==> config.mk <==
export PLATFORM = sky130hd
export DESIGN_NAME = pattern_ctrl
export DESIGN_NICKNAME = d
export VERILOG_FILES = /design/src/rtl/pattern_ctrl.sv
export SDC_FILE = /design/constraint.sdc
export NUM_CORES = 1
export LEC_CHECK = 0
export BUFFER_PORTS_ARGS = -buffer_cell sky130_fd_sc_hd__clkbuf_2
export CELL_PAD_IN_SITES_DETAIL_PLACEMENT = 1
export CELL_PAD_IN_SITES_GLOBAL_PLACEMENT = 2
export CORE_MARGIN = 2
export CORE_UTILIZATION = 25
export CTS_CLUSTER_DIAMETER = 200
export DETAILED_ROUTE_END_ITERATION = 16
export PLACE_DENSITY_LB_ADDON = 0.1
export SYNTH_ARGS = -nofsm -noshare
export SYNTH_HDL_FRONTEND = slang
export SYNTH_SLANG_ARGS = --single-unit
export TNS_END_PERCENT = 30
==> constraint.sdc <==
create_clock -name clk -period 2.4 [get_ports clk]
set_clock_uncertainty 0.15 [all_clocks]
set_input_delay 0.72 -clock clk [delete_from_list [all_inputs] [get_ports clk]]
set_output_delay 0.72 -clock clk [all_outputs]
set_load 0.01 [all_outputs]
==> src/rtl/pattern_ctrl.sv <==
// Pattern playback controller: key unlock, slot fetch/load/shift sequencing,
// and a button-driven program mode that writes one slot and plays it back.
module pattern_ctrl #(
    parameter int                 DATA_W    = 32,
    parameter int                 ADDR_W    = 2,
    parameter logic [DATA_W-1:0]  KEY       = DATA_W'(32'hDEADBEEF),
    parameter int                 TICK_DIV  = 1,
    parameter int                 SHIFT_LEN = 32
) (
    input  logic              clk,
    input  logic              rst_n,
    input  logic              prog_btn,
    input  logic              write_btn,
    input  logic              next_btn,
    input  logic [DATA_W-1:0] data,
    output logic              wea,
    output logic [ADDR_W-1:0] addra,
    output logic [ADDR_W-1:0] addrb,
    output logic              load_en,
    output logic              shift_en,
    output logic              prog_mode
);

    localparam int TW = (TICK_DIV > 1) ? $clog2(TICK_DIV) : 1;
    localparam int SW = (SHIFT_LEN > 1) ? $clog2(SHIFT_LEN) : 1;
    localparam logic [TW-1:0] TICK_LAST  = TW'(TICK_DIV - 1);
    localparam logic [SW-1:0] SHIFT_LAST = SW'(SHIFT_LEN - 1);

    typedef enum logic [2:0] {LOCKED, FETCH, LOAD, RUN, PROG} state_t;

    state_t            state, state_next;
    logic [ADDR_W-1:0] rd_ptr, rd_next;
    logic [ADDR_W-1:0] wr_ptr, wr_next;
    logic [TW-1:0]     tick, tick_next;
    logic [SW-1:0]     shift_cnt, cnt_next;
    logic              prog_q, write_q, next_q;
    logic              prog_edge, write_edge, next_edge;

    // A held button produces a single event on its first cycle high
    assign prog_edge  = prog_btn  & ~prog_q;
    assign write_edge = write_btn & ~write_q;
    assign next_edge  = next_btn  & ~next_q;

    assign addra     = wr_ptr;
    assign addrb     = rd_ptr;
    assign prog_mode = (state == PROG);

    always_ff @(posedge clk or negedge rst_n) begin
        if (!rst_n) begin
            state     <= LOCKED;
            rd_ptr    <= '0;
            wr_ptr    <= '0;
            tick      <= '0;
            shift_cnt <= '0;
            prog_q    <= 1'b0;
            write_q   <= 1'b0;
            next_q    <= 1'b0;
        end else begin
            state     <= state_next;
            rd_ptr    <= rd_next;
            wr_ptr    <= wr_next;
            tick      <= tick_next;
            shift_cnt <= cnt_next;
            prog_q    <= prog_btn;
            write_q   <= write_btn;
            next_q    <= next_btn;
        end
    end

    always_comb begin
        state_next = state;
        rd_next    = rd_ptr;
        wr_next    = wr_ptr;
        tick_next  = tick;
        cnt_next   = shift_cnt;
        wea        = 1'b0;
        load_en    = 1'b0;
        shift_en   = 1'b0;
        case (state)
            LOCKED: begin
                if (data == KEY) state_next = FETCH;
            end
            FETCH: begin
                state_next = LOAD;
            end
            LOAD: begin
                load_en    = 1'b1;
                tick_next  = '0;
                cnt_next   = '0;
                state_next = RUN;
            end
            RUN: begin
                // Entering program mode pre-empts both the shift and a slot advance
                if (prog_edge) begin
                    state_next = PROG;
                end else if (tick == TICK_LAST) begin
                    tick_next = '0;
                    shift_en  = 1'b1;
                    if (shift_cnt == SHIFT_LAST) begin
                        cnt_next   = '0;
                        rd_next    = rd_ptr + ADDR_W'(1);
                        state_next = FETCH;
                    end else begin
                        cnt_next = shift_cnt + SW'(1);
                    end
                end else begin
                    tick_next = tick + TW'(1);
                end
            end
            PROG: begin
                if (write_edge) begin
                    wea        = 1'b1;
                    rd_next    = wr_ptr;
                    state_next = FETCH;
                end else if (prog_edge) begin
                    state_next = FETCH;
                end else if (next_edge) begin
                    wr_next = wr_ptr + ADDR_W'(1);
                end
            end
            default: state_next = LOCKED;
        endcase
    end

endmodule

# After elaboration in Yosys (flattened, before gate mapping)
# Index checks and enable logic that the tools add are counted.
dict set report word_totals {
  regBits 16
}
dict set report op_classes {
  bitwise 8
  muxes 25
  reduce_logical 8
  n_addsub 4
  eq_ne 14
}
# op count
set ops {}
lappend ops {{$eq 32x32->1 const B} 1}
lappend ops {{$mux 3} 6}
lappend ops {{$mux 5} 3}
lappend ops {{$pmux 3 s5} 1}
lappend ops {{$pmux 5 s2} 1}
lappend ops {{$mux 1} 8}
lappend ops {{$mux 2} 4}
lappend ops {{$ne 2x2->1 const B} 4}
lappend ops {{$reduce_and 4->1} 2}
lappend ops {{$eq 3x2->1 const B} 2}
lappend ops {{$ne 3x3->1 const B} 2}
lappend ops {{$add 5x1->5 const B} 1}
lappend ops {{$eq 5x5->1 const B} 1}
lappend ops {{$not 1->1} 5}
lappend ops {{$reduce_and 5->1} 1}
lappend ops {{$add 2x1->2 const B} 2}
lappend ops {{$pmux 2 s2} 1}
lappend ops {{$reduce_bool 2->1} 2}
lappend ops {{$and 1x1->1} 3}
lappend ops {{$eq 3x1->1 const B} 1}
lappend ops {{$eq 3x3->1 const B} 1}
lappend ops {{$logic_not 3->1} 1}
lappend ops {{$ne 3x1->1 const B} 1}
lappend ops {{$reduce_and 3->1} 1}
lappend ops {{other kinds (4)} 4}

# Depth between registers and ports, before layout
# Gate-level depths: netlist of run 1.
dict set report depth {
  depth_word 5
  depth_mapped 6
}

# Least setup slack after synthesis of run 1
# Ideal clock, no wire load.
dict set report synth_timing {
  path_type {input to output}
  from {in prog_btn}
  to {out shift_en}
  path_buffers 1
  cell_stages 3
  arrival_time_ps 1195
  path_slack_ps 335
  path_cell_list {nor2b_1 buf_2 nor2_1}
}
dict set report synth_via {
  elab_chain_len 3
}
# item line
set synth_rtl {}
lappend synth_rtl {{start, declared} 12} ;# input logic prog_btn,
lappend synth_rtl {{$and 1x1->1} 40} ;# assign prog_edge = prog_btn & ~prog_q;
lappend synth_rtl {{$mux 1} 94} ;# if (prog_edge) begin
lappend synth_rtl {{$mux 1} 79} ;# case (state)
lappend synth_rtl {{end, declared} 20} ;# output logic shift_en,
# Every way passes these cells.

# Worst setup path in the final report of run 1
dict set report layout_timing {
  from {reg state[0]}
  to {out shift_en}
}
dict set report layout_via {
  elab_chain_len 2
}
# item line
set layout_rtl {}
lappend layout_rtl {{start, declared} 31} ;# state_t state, state_next;
lappend layout_rtl {{start signal, assigned} 59} ;# state <= state_next;
lappend layout_rtl {{$eq 3x2->1} 79}
lappend layout_rtl {{$mux 1} 79}
# Every way passes these cells.

==> results of run 1 <==
registers in the layout, summed over array words and instances (netlist names):
register	count
addrb	2
addra	2
prog_q	1
write_q	1
state	3
shift_cnt	5
next_q	1
cell usage after synthesis:
cell type   n
a22oi_1     2
nor3b_4     1
o21ai_1     1
o211ai_1    1
and2_4      1
buf_2       1
o22ai_1     1
mux2i_1     1
nor3b_1     1
nand3_1     2
nand4bb_1   1
inv_1       3
o21a_1      1
o2bb2ai_1   1
nand3b_1    1
nor2_1      6
nor4_1      3
nand2_1     3
nor3_1      1
and3_1      2
a2111oi_0   2
nand4_1     2
a22o_1      3
nor2b_1     3
a221o_1     1
a21oi_1     3
mux2_2      1
nand4b_1    6
dfrtp_1    15
nand2b_1    4
o21ai_0     4
and3b_1     1
buf_6       2
ha_1        2
xnor2_1     2
routing by layer:
layer	global-route usage, %	up-vias	wire length, um
met1	16.63	408	1069
met2	18.48	25	1161
met3	3.604	2	156
met5	0	-	0
li1	-	419	-
met4	6.389	0	21
how the worst max path moves through the flow:
stage                    from        to  slack, ns  depth (start not counted)
finish               state[0]  shift_en       0.12                          3
global route         state[0]  shift_en       0.03                          3
CTS                  state[0]  shift_en       0.08                          3
detailed placement  write_btn       wea       0.18                          4
global placement    write_btn       wea       0.21                          4
floorplan            prog_btn  shift_en       0.33                          3
cell type report:
class                           instances  area, sq um
Multi-Input combinational cell         64        454.2
Timing Repair Buffer                   46        235.2
Fill cell                             414         2177
Sequential cell                        15        375.4
Tap cell                               46        57.56
Inverter                                3        11.26
Clock buffer                            4        26.28
where the power goes:
part	switching [mW]	total (mW)	internal, mW
combinational	0.192	0.364	0.172
clock	0.0815	0.146	0.0645
sequential	0.0937	0.409	0.315
total	0.367	0.919	0.552
through the flow:
stage / instances / utilization (%) / power [mW] / area [sq um]
detailed placement: 174 / 33.97 / 0.7879 / 1134
global placement: 174 / 33.97 / 0.7846 / 1134
finish: 178 / 34.76 / 0.9192 / 1160
global route: 178 / 34.76 / 1.007 / 1160
CTS: 178 / 34.76 / 0.9428 / 1160
floorplan: 85 / - / 0.6702 / 868.3
layout by cell type (no fill, tap or decap), drive strengths merged, types with 4 or more instances in the layout:
master | synthesis | routed
o21ai | 5 | 5
nand4b | 6 | 6
dfrtp | 15 | 15
nor2 | 6 | 6
clkbuf | 0 | 48
nand2b | 4 | 4
cell families after synthesis:
group / count (synthesis)
flops: 15
buf+inv: 6
fa+ha+maj: 2
mux: 2
xor+xnor: 2
compound gates: 20
simple gates: 38
worst register-to-register path: stages, from the launching register on:
cell,delay (ns)
dfrtp_1,0.40
ha_1,0.20
and3_1,0.17
ha_1,0.18
nand2b_1,0.22
o21ai_1,0.09
a221o_1,0.34
==> results.txt, run 1 <==
The required time of the critical path came out at between 1.5 and 2 ns. The buffers plus inverters on the worst setup path is 1. The TritonCTS sink count came out at 15. The post-route setup TNS is 0 ns. The worst setup path is captured at an output port.

The total grt overflow is 0. The average instance in the mapped netlist occupies roughly 10 sq um. The antenna diode instance count came out at 0.

The leakage power summed over all cells is 0.5566 nW. The fraction of final layout cells sized beyond drive strength 1 is about two fifths. The kind of cell with the highest combined delay along the critical path is flip-flops. The post-synthesis share of cell area spent on full adders, half adders and majority gates came out at 2.882%. The endpoint identified for the worst register-to-register timing path is addrb[0].

The total standard cell area after synthesis came out at 868.3 sq um. The post-layout worst setup margin came out at approximately 0.12 ns. The number of cells on the worst reg-to-reg path came out at 6.

The first global-routing pass estimated 3912 um of wire. The count of buffers inserted at the top-level ports came out at between 40 and 50. The area growth from synthesis to layout is 33.57%. The H-tree level count is 1.

The initialized floorplan defines 21 standard-cell rows. By area the synthesized netlist is led by dfrtp_1 (43%), nand4b_1 (6.1%), a22o_1 (3.0%). Entering global routing, the biggest net connects 16 pins. Measured against its own limit, the worst slew margin works out to between 70% and 80%.

The measured slew at the worst slew-check pin is 0.3889 ns. The number of antenna-violating nets in the routed design is 0. Dividing the detail-routed wire length by the instance count gives ~14 um.

Post-CTS timing repair inserted 0 buffers for setup. The number of nets in the finished design is 172. Setup repair after global routing left no endpoint under its margin. The total count of max-transition violations in the final report is 0. The kind of critical path is register to output port.

The xor-xnor portion of the synthesized cell area is under 10%. The share of Yosys cell area claimed by the top area cell type came out at 43.23%. The number of top-level design ports came out at 45. The cell at the root of the clock tree is clkbuf_4. The flip-flop and latch count after synthesis is 15. The maximum fanout along the worst path is 10.

The count of instances resized after the clock tree is built came out at 0. The width of the die came out at roughly 63 um. The number of maximum-capacitance constraint violations is 0. The clock insertion delay at the later pin of the skew report came out at between 0.2 and 0.3 ns. The die height is between 60 and 70 um. The largest family of logic cells by synthesized area is simple AND/OR/NAND/NOR gates. The final hold violation count came out at 0.

The final critical path takes up about 95% of the cycle. The cell count after synthesis came out at between 80 and 90. The half-perimeter wire length of the detailed placement result came out at 2009 um. The final weighted congestion of routability-driven global placement is roughly 0.71. The die footprint is 0.003961 sq mm.

The final critical-path required period is approximately 2.3 ns. The signal on the critical path passes through nand3b_1, nor2_1, clkbuf_2. The global router's overall resource usage is about an eighth.

The worst register-to-register path begins at shift_cnt[1]. Timing would allow up to roughly 440 MHz. The simple-gate area share of the yosys netlist came out at 28.96%. The fraction of the yosys area taken by sequential cells is approximately 43%.

For this block, the initial DRC count from the detailed router was 7. The number of buffers inserted by hold repair at cts came out at 0. The clock transition at the registers of the reported paths is 0.09 ns. The run finished with clean final reports. The clock tree from TritonCTS is yes.

Multiplexer cells account for around 2.4% of the synthesized area. The via count of the first global-routing pass came to ~850. The first-pass detailed-route iteration total came out at 4. The vias per cell came out at 4.798. The core outline area is between 0.003 and 0.004 sq mm. The largest total area in the synthesized netlist belongs to dfrtp_1. The initial antenna violation count came to 0. The total detailed-routing wirelength came out at 2409 um.

The setup slack on the worst flop-to-flop path came out at approximately 0.53 ns. The number of distinct library cells after synthesis came out at 35. The number of design rule violations left after detail routing came out at 0.

Buffers inserted during clock tree synthesis total 3. Dividing total power by cell area gives a power density of about 790 mW/mm^2. Counting along the longest clock path gives a buffer depth of 2. The longest individual stage delay on the worst path is roughly 0.56 ns. Detailed routing inserted a total of 854 vias. The worst min-delay path class is input port to async pin. The post-placement setup slack is approximately 0.18 ns. The initial utilization of the core area, before any placement, comes to a little over a quarter. On the final layout, the worst hold slack is 0.1956 ns. The total nets after synthesis is between 100 and 150. The worst path arrival time is ~1.4 ns.

The count of synthesis-stage warnings from yosys is 0. The post-synthesis compound-gate area fraction came out at between 15 and 20%. The sort of element at the start of the critical path is a register. The setup-violating endpoint count in the final report came out at 0. The maximum vdd drop is ~0.29 mV.

The master of the slowest instance on the critical path is dfrtp_1.
Note: power is estimated with default switching activity, not from simulation.
==> run 2: changes to the inputs <==
--- a/config.mk
+++ b/config.mk
@@ -5,13 +5,16 @@
 export SDC_FILE = /design/constraint.sdc
 export NUM_CORES = 1
 export LEC_CHECK = 0
+export ABC_AREA = 1
 export BUFFER_PORTS_ARGS = -buffer_cell sky130_fd_sc_hd__clkbuf_2
 export CELL_PAD_IN_SITES_DETAIL_PLACEMENT = 1
 export CELL_PAD_IN_SITES_GLOBAL_PLACEMENT = 2
+export CORE_ASPECT_RATIO = 0.9
 export CORE_MARGIN = 2
-export CORE_UTILIZATION = 25
+export CORE_UTILIZATION = 23
 export CTS_CLUSTER_DIAMETER = 200
 export DETAILED_ROUTE_END_ITERATION = 16
+export MAX_ROUTING_LAYER = met4
 export PLACE_DENSITY_LB_ADDON = 0.1
 export SYNTH_ARGS = -nofsm -noshare
 export SYNTH_HDL_FRONTEND = slang
==> run 2 against run 1 <==
Effect of this change: sequential share of layout area shrank 2.6 points; count of clock-buffer cells in the layout unchanged; core utilization is 1.7 points lower; clock power grew 42%; die area increased by 16%; power grew 23%; wire length is 3.2% higher.
==> results.txt, run 2 <==
The cell area that synthesis handed to floorplanning was 937.1 sq um. The number of design rule violations left after detail routing is 0. The portion of netlist area occupied by mux cells came out at 0%.

The tightest hold path in the finished design has a slack of roughly 0.25 ns. The first-pass detailed-route iteration total is 2. The worst slew margin relative to its limit came out at between 70% and 80%. For the pin with the worst max-slew slack, the measured transition is roughly 0.43 ns.

For this run, the register share of the synthesized area comes to 40.05%. The maximum vdd drop came out at around 0.43 mV. The width of the die is a little over 70 um. CTS placed an instance of clkbuf_8 at the clock tree root. In this run, placement finished with an instance count of 220. The commonest cells after synthesis are nand2_1 (40), nor2_1 (19), inv_1 (18). In the post-synthesis netlist, the biggest area contributors are dfrtp_1 (40%), nand2_1 (16%), nor2_1 (7.6%). The post-synthesis compound-gate area fraction came out at roughly 8.3%. After clock tree synthesis, the flow added hold-fix buffers numbering 0. The number of top-level design ports came out at 45.

The number of buffers on the longest clock path is 2. The via count of the first global-routing pass came out at 1036. The required time of the critical path came out at about 1.5 ns.

The synthesized netlist contains 21 unique library cells. The final critical path takes up 91.15% of the cycle. The critical path is of the register to output port type. The sort of element at the start of the critical path is a register. The final weighted congestion of routability-driven global placement came out at about 0.78. TritonCTS built the clock tree. Across every metal layer, demand over resource in global routing totals roughly an eighth.

The H-tree level count is 1. At the placement stage, the worst setup path has a slack of around 0.21 ns. Across all register-to-register paths, the minimum setup slack is ~0.61 ns. The total detailed-routing wirelength came out at between 2000 and 2500 um. The fraction of final layout cells sized beyond drive strength 1 is 35.39%.

The antenna diode instance count is 0. The total nets after synthesis is approximately 170. The power per standard cell area came out at roughly 900 mW/mm^2.

The setup-violating endpoint count in the final report is 0. The cell count after synthesis is 130. The core outline area is 0.003810 sq mm.

The die height came out at between 60 and 70 um. In the synthesized netlist the dominant register cell turns out to be dfrtp_1. The worst setup path is captured at an output port. The post-CTS repair timing setup buffer count is 0. The total count of max-transition violations in the final report came out at 0. The completed layout was analyzed and its total power is 1.130 mW. The flip-flop count of the largest register after layout is 5. The TritonCTS sink count is 15. The post-synthesis to final-layout area growth is 34.45%. The synthesized area divided by synthesized cell count came out at 7.209 sq um. The clock transition at the registers of the reported paths is around 0.060 ns.

Setup repair after global routing left no endpoint under its margin. Summing the areas of all fa, ha and maj instances in the mapped netlist gives under 10% of the synthesized area. The number of maximum-capacitance constraint violations came out at 0. At the end of the flow, the number of nets in the layout was about 220. The library cell used most frequently in the layout, excluding fill and tap cells, is clkbuf_2. The half-perimeter wire length of the detailed placement result came out at slightly above 2000 um.

In the final layout, the registers with the most flip-flops are shift_cnt (5), state (3). For this configuration, the core starts out at a cell density of around 25%. After detailed routing, the average wire length per cell comes to between 10 and 15 um. The post-route setup TNS came out at 0 ns. The number of gates resized after CTS was 0.

The leakage power summed over all cells came out at roughly 0.7 nW. The final hold violation count is 0. The floorplan step defined a die boundary enclosing roughly 0.0046 sq mm.

Of the total synthesized cell area, the portion taken by XOR and XNOR cells is under 10%. The top cell types in the final layout, fill and taps aside, are clkbuf_2 (44), nand2_1 (40), nor2_1 (19), inv_1 (18), dfrtp_1 (15). The synthesized design contains 15 register bits. The post-layout worst setup margin is between 0.2 and 0.25 ns. The initial antenna violation count came out at 0.

The first global-routing pass estimated ~4500 um of wire. The final cell count without fillers came out at between 200 and 250. The highest clock frequency the design can meet is ~460 MHz. The tightest min-delay check is of the input port to async pin type. The number of buffers created by CTS is 3. The number of rows created at floorplan came out at 21.

After synthesis, the largest family of logic cells by area is simple AND/OR/NAND/NOR gates. The simple-gate area share of the yosys netlist is between 30% and 40%. The number of enable-type register cells in the synthesized netlist is 0. Dividing the detail-routed via count by the number of cells gives roughly 4.3. The number of vias after detailed routing came out at ~960. The post-synthesis async set-or-reset flop share is 100.0%. The count of synthesis-stage warnings from yosys is 0. The clock insertion delay at the later pin of the skew report is 0.24 ns.

shift_cnt holds more flip-flops than any other register. The pin count of the biggest net entering global routing came out at 16. The count of nets left with antenna violations once routing finished came out at 0.

The worst path arrival time came out at about 1.3 ns. The first routing iteration left 13 violations. The library cell with the highest instance count after synthesis is nand2_1. The count of buffers inserted at the top-level ports is 44. The run finished with clean final reports.

The maximum fanout along the worst path is 5. Global routing finished with a remaining overflow of 0. The final critical-path required period is about 2.2 ns. After synthesis, the largest area contributor takes up approximately 40% of total cell area. dfrtp_1 takes more of the synthesized area than any other cell.
==> run 2: cell families after synthesis <==
logic type / after synthesis
xor gates and xnor gates: 3
and+or+nand+nor: 76
buffers and inverters: 21
adders and majority gates: 2
DFF: 15
AOI/OAI and AO/OA: 13
==> run 2: layer usage <==
metal	track usage (%)	up-vias	wire length (um)
li1	-	494	-
met1	15.02	446	1143
met2	20.95	18	1209
met3	3.888	0	134
met4	0.7075	0	0
met5	-	-	0
==> run 2: power breakdown <==
part	internal (mW)	total (mW)	switching, mW	leakage [nW]
logic	0.206	0.535	0.329	0.472
registers	0.317	0.388	0.0718	0.192
clock network	0.117	0.207	0.0890	0.0228
total	0.640	1.13	0.490	0.687
==> run 2: metrics by stage <==
stage | utilization [%] | area, sq um
5_1_grt | 33.07 | 1260
6_report | 33.07 | 1260
3_5_place_dp | 31.89 | 1215
4_1_cts | 33.07 | 1260
3_3_place_gp | 31.89 | 1215
2_1_floorplan | - | 937.1
==> run 2: cell type report <==
| cell class | instances | area (sq um) |
|---|---|---|
| Fill cell | 494 | 2550 |
| Multi-Input combinational cell | 94 | 483.0 |
| Sequential cell | 15 | 375.4 |
| Timing Repair Buffer | 44 | 220.2 |
| Inverter | 21 | 78.83 |
| Tap cell | 46 | 57.56 |
| Clock buffer | 4 | 45.04 |
==> run 2: path summary, 6_finish.rpt <==
check	cells after the start	from	endpoint
hold / removal	1	rst_n	state[0]
setup / recovery	4	state[2]	shift_en
hold reg to reg	2	shift_cnt[4]	shift_cnt[4]
max in group asynchronous	1	rst_n	next_q
min in group clk	2	shift_cnt[4]	shift_cnt[4]
setup reg to reg	9	shift_cnt[1]	addrb[1]
==> run 2: worst max-delay path, stage by stage, from the launching register on <==
cell and delay [ns]:
dfrtp_1 0.47, inv_2 0.11, nand3_2 0.10, nor2_2 0.21, clkbuf_2 0.18
==> run 3: changes to the inputs <==
--- a/config.mk
+++ b/config.mk
@@ -11,7 +11,8 @@
 export CELL_PAD_IN_SITES_GLOBAL_PLACEMENT = 2
 export CORE_ASPECT_RATIO = 0.9
 export CORE_MARGIN = 2
-export CORE_UTILIZATION = 23
+export CORE_UTILIZATION = 24
+export CTS_BUF_LIST = sky130_fd_sc_hd__clkbuf_8
 export CTS_CLUSTER_DIAMETER = 200
 export DETAILED_ROUTE_END_ITERATION = 16
 export MAX_ROUTING_LAYER = met4
==> run 3 against run 2 <==
Effect of this change: combinational power hardly changed; power hardly changed; largest cell class unchanged; first-iteration DRC count is 85% higher; sequential cell count stayed put; non-clock buffer count stayed put; die area is 3.9% lower; core utilization is 0.73 points higher; sequential share of layout area hardly changed; wire length is 2.7% lower.
==> results.txt, run 3 (synthesis gave the netlist of run 2 again) <==
The register with the highest flop count is shift_cnt. The TritonCTS sink count came out at 15. In this run the power density over the cells is approximately 900 mW/mm^2. The setup-violating endpoint count in the final report came out at 0.

The core outline area came out at about 0.0037 sq mm. The tightest min-delay check is of the input port to async pin type. Setup repair after global routing left no endpoint under its margin. The total detailed-routing wirelength came out at 2419 um. The worst flop-to-flop path startpoint is shift_cnt[1].

The setup path with the least slack is of type register to output port. The final weighted congestion of routability-driven global placement came out at 0.7274. The width of the die came out at around 70 um. In this run the cell area measured after placement is about 0.0012 sq mm. The initial antenna violation count is 0. The final critical-path required period is between 2 and 2.5 ns. CTS built an H-tree with a depth of 1. The largest registers in the layout are shift_cnt (5), state (3). The maximum fanout along the worst path is 5. STA classifies the critical path startpoint as a register. The number of design rule violations left after detail routing came out at 0. The number of vias after detailed routing came out at around 980. The pin count of the biggest net entering global routing came out at 16. The die footprint is approximately 0.0044 sq mm. The number of nets in the finished design is roughly 220. Data on the critical path is required at its endpoint by between 1.5 and 2 ns. The fraction of met1 tracks used by global routing is between 10% and 20%. The measured slew at the worst slew-check pin is around 0.39 ns. The flow ran to the end, and the final reports show no timing, DRC or antenna violations.

On the worst path, the slowest cell contributes a delay of between 0.4 and 0.5 ns. The number of setup buffers added after CTS is 0. After global routing the overflow that remains totals 0. The layer flagged by global routing as most heavily used is met2. The first-iteration detailed-routing DRC count is 24. The first-pass detailed-route iteration total is 4. The count of instances resized after the clock tree is built came out at 0. The root buffer cell chosen for the clock tree is clkbuf_8.

Clock-pin slew was measured on the worst setup and hold paths at around 0.070 ns. The highest clock frequency the design can meet is approximately 450 MHz. The number of top-level design ports came out at 45. The ratio of final minimum period to clock period is between 90 and 100%. For this configuration, the core starts out at a cell density of ~25%. The routing usage on met3 is about 4.0%. The first global-routing pass estimated around 4200 um of wire. The post-synthesis to final-layout area growth came out at 34.58%. For the worst flop-to-flop path, the logic depth is 9. The critical path starts at state[2]. The final hold violation count came out at 0. The type of element capturing the critical path is an output port. The post-route setup TNS is 0 ns. The analysis attributes to cell leakage a power of roughly 0.69 nW. In the final layout, the share of cells above drive strength 1 is around 36%. The area of all placed cells without fillers came out at around 0.0013 sq mm. The slowest stage of the critical path belongs to the cell dfrtp_1.

The worst path arrival time came out at around 1.3 ns. The number of buffers created by CTS came out at 3. TritonCTS built the clock tree.

The met2 demand-to-capacity share in global routing came out at around 23%. The total count of max-transition violations in the final report is 0. The antenna diode instance count is 0.

The leading cell type in the layout, fill and taps excluded is clkbuf_2. Clock latency on the worst-skew pair, taken at its later pin, is 0.26 ns. In this run the register-to-register setup slack is 0.57 ns. The number of antenna-violating nets in the routed design is 0.

The number of buffers on the longest clock path came out at 2. The worst slew margin relative to its limit is approximately three quarters. The capturing point of the worst reg2reg path is addrb[0]. The library cells used most frequently in the layout, excluding fill and tap cells, are clkbuf_2 (44), nand2_1 (40), nor2_1 (19), inv_1 (18), dfrtp_1 (15). The half-perimeter wire length of the detailed placement result is slightly above 2000 um.

The via count of the first global-routing pass came out at 1003. The maximum vdd drop is between 0.3 and 0.4 mV. For this run, the total global-route usage over all layers was measured as 12.38%.

The critical path goes through inv_2, nand3_2, nor2_2, clkbuf_2. The flip-flop count of the largest register after layout is 5. The number of buffers inserted by hold repair at cts is 0. The die height is about 63 um. The number of rows created at floorplan is 21. The average wire length per cell after detail routing is between 10 and 15 um. The vias per cell came out at approximately 4.4.

The number of maximum-capacitance constraint violations is 0. The count of buffers inserted at the top-level ports came out at 44.
[run 3: cell types whose count changed in the layout (fill, tap and decap cells not counted)]
cell | before | now
clkbuf_1 | 1 | 0
clkinv_2 | 0 | 1
[run 3: area by class of cell]
class                           instances  area [sq um]
Sequential cell                        15         375.4
Clock inverter                          1         5.005
Inverter                               21         78.83
Multi-Input combinational cell         94         483.0
Clock buffer                            3         41.29
Fill cell                             489          2470
Tap cell                               46         57.56
Timing Repair Buffer                   44         220.2
[run 3: stage by stage]
stage	setup slack, ns	cells	utilization [%]	hold slack, ns	power [mW]
2_1_floorplan	0.4714	130	-	0.2744	0.7596
3_3_place_gp	0.2329	220	32.56	0.3338	0.9201
3_5_place_dp	0.1990	220	32.56	0.3273	0.9374
4_1_cts	0.1655	224	33.80	0.2339	1.157
5_1_grt	0.07400	224	33.80	0.2438	1.239
6_report	0.1901	224	33.80	0.2208	1.129
[run 3: worst max-delay path by stage]
| stage | end | slack (ns) | depth (start not counted) |
|---|---|---|---|
| 2_1_floorplan | wea | 0.47 | 2 |
| 3_3_place_gp | shift_en | 0.23 | 5 |
| 3_5_place_dp | shift_en | 0.20 | 5 |
| 4_1_cts | shift_en | 0.17 | 4 |
| 5_1_grt | shift_en | 0.07 | 4 |
| 6_report | shift_en | 0.19 | 4 |
[run 3: per-layer routing]
layer  routed length, um  vias to the layer above
met3                 114                        4
met4                  19                        0
met1                1049                      459
met5                   0                        -
li1                    -                      498
met2                1236                       18
[run 3: report_power, final]
group	switching, mW	total, mW	internal, mW
Clock	0.0962	0.211	0.115
Combinational	0.326	0.532	0.206
Sequential	0.0692	0.386	0.317
[run 3: critical path: cells and delay by family, from the launching register on]
family | cells | cell delay [ns]
simple gates | 2 | 0.32
buf+inv | 2 | 0.29
flops | 1 | 0.47
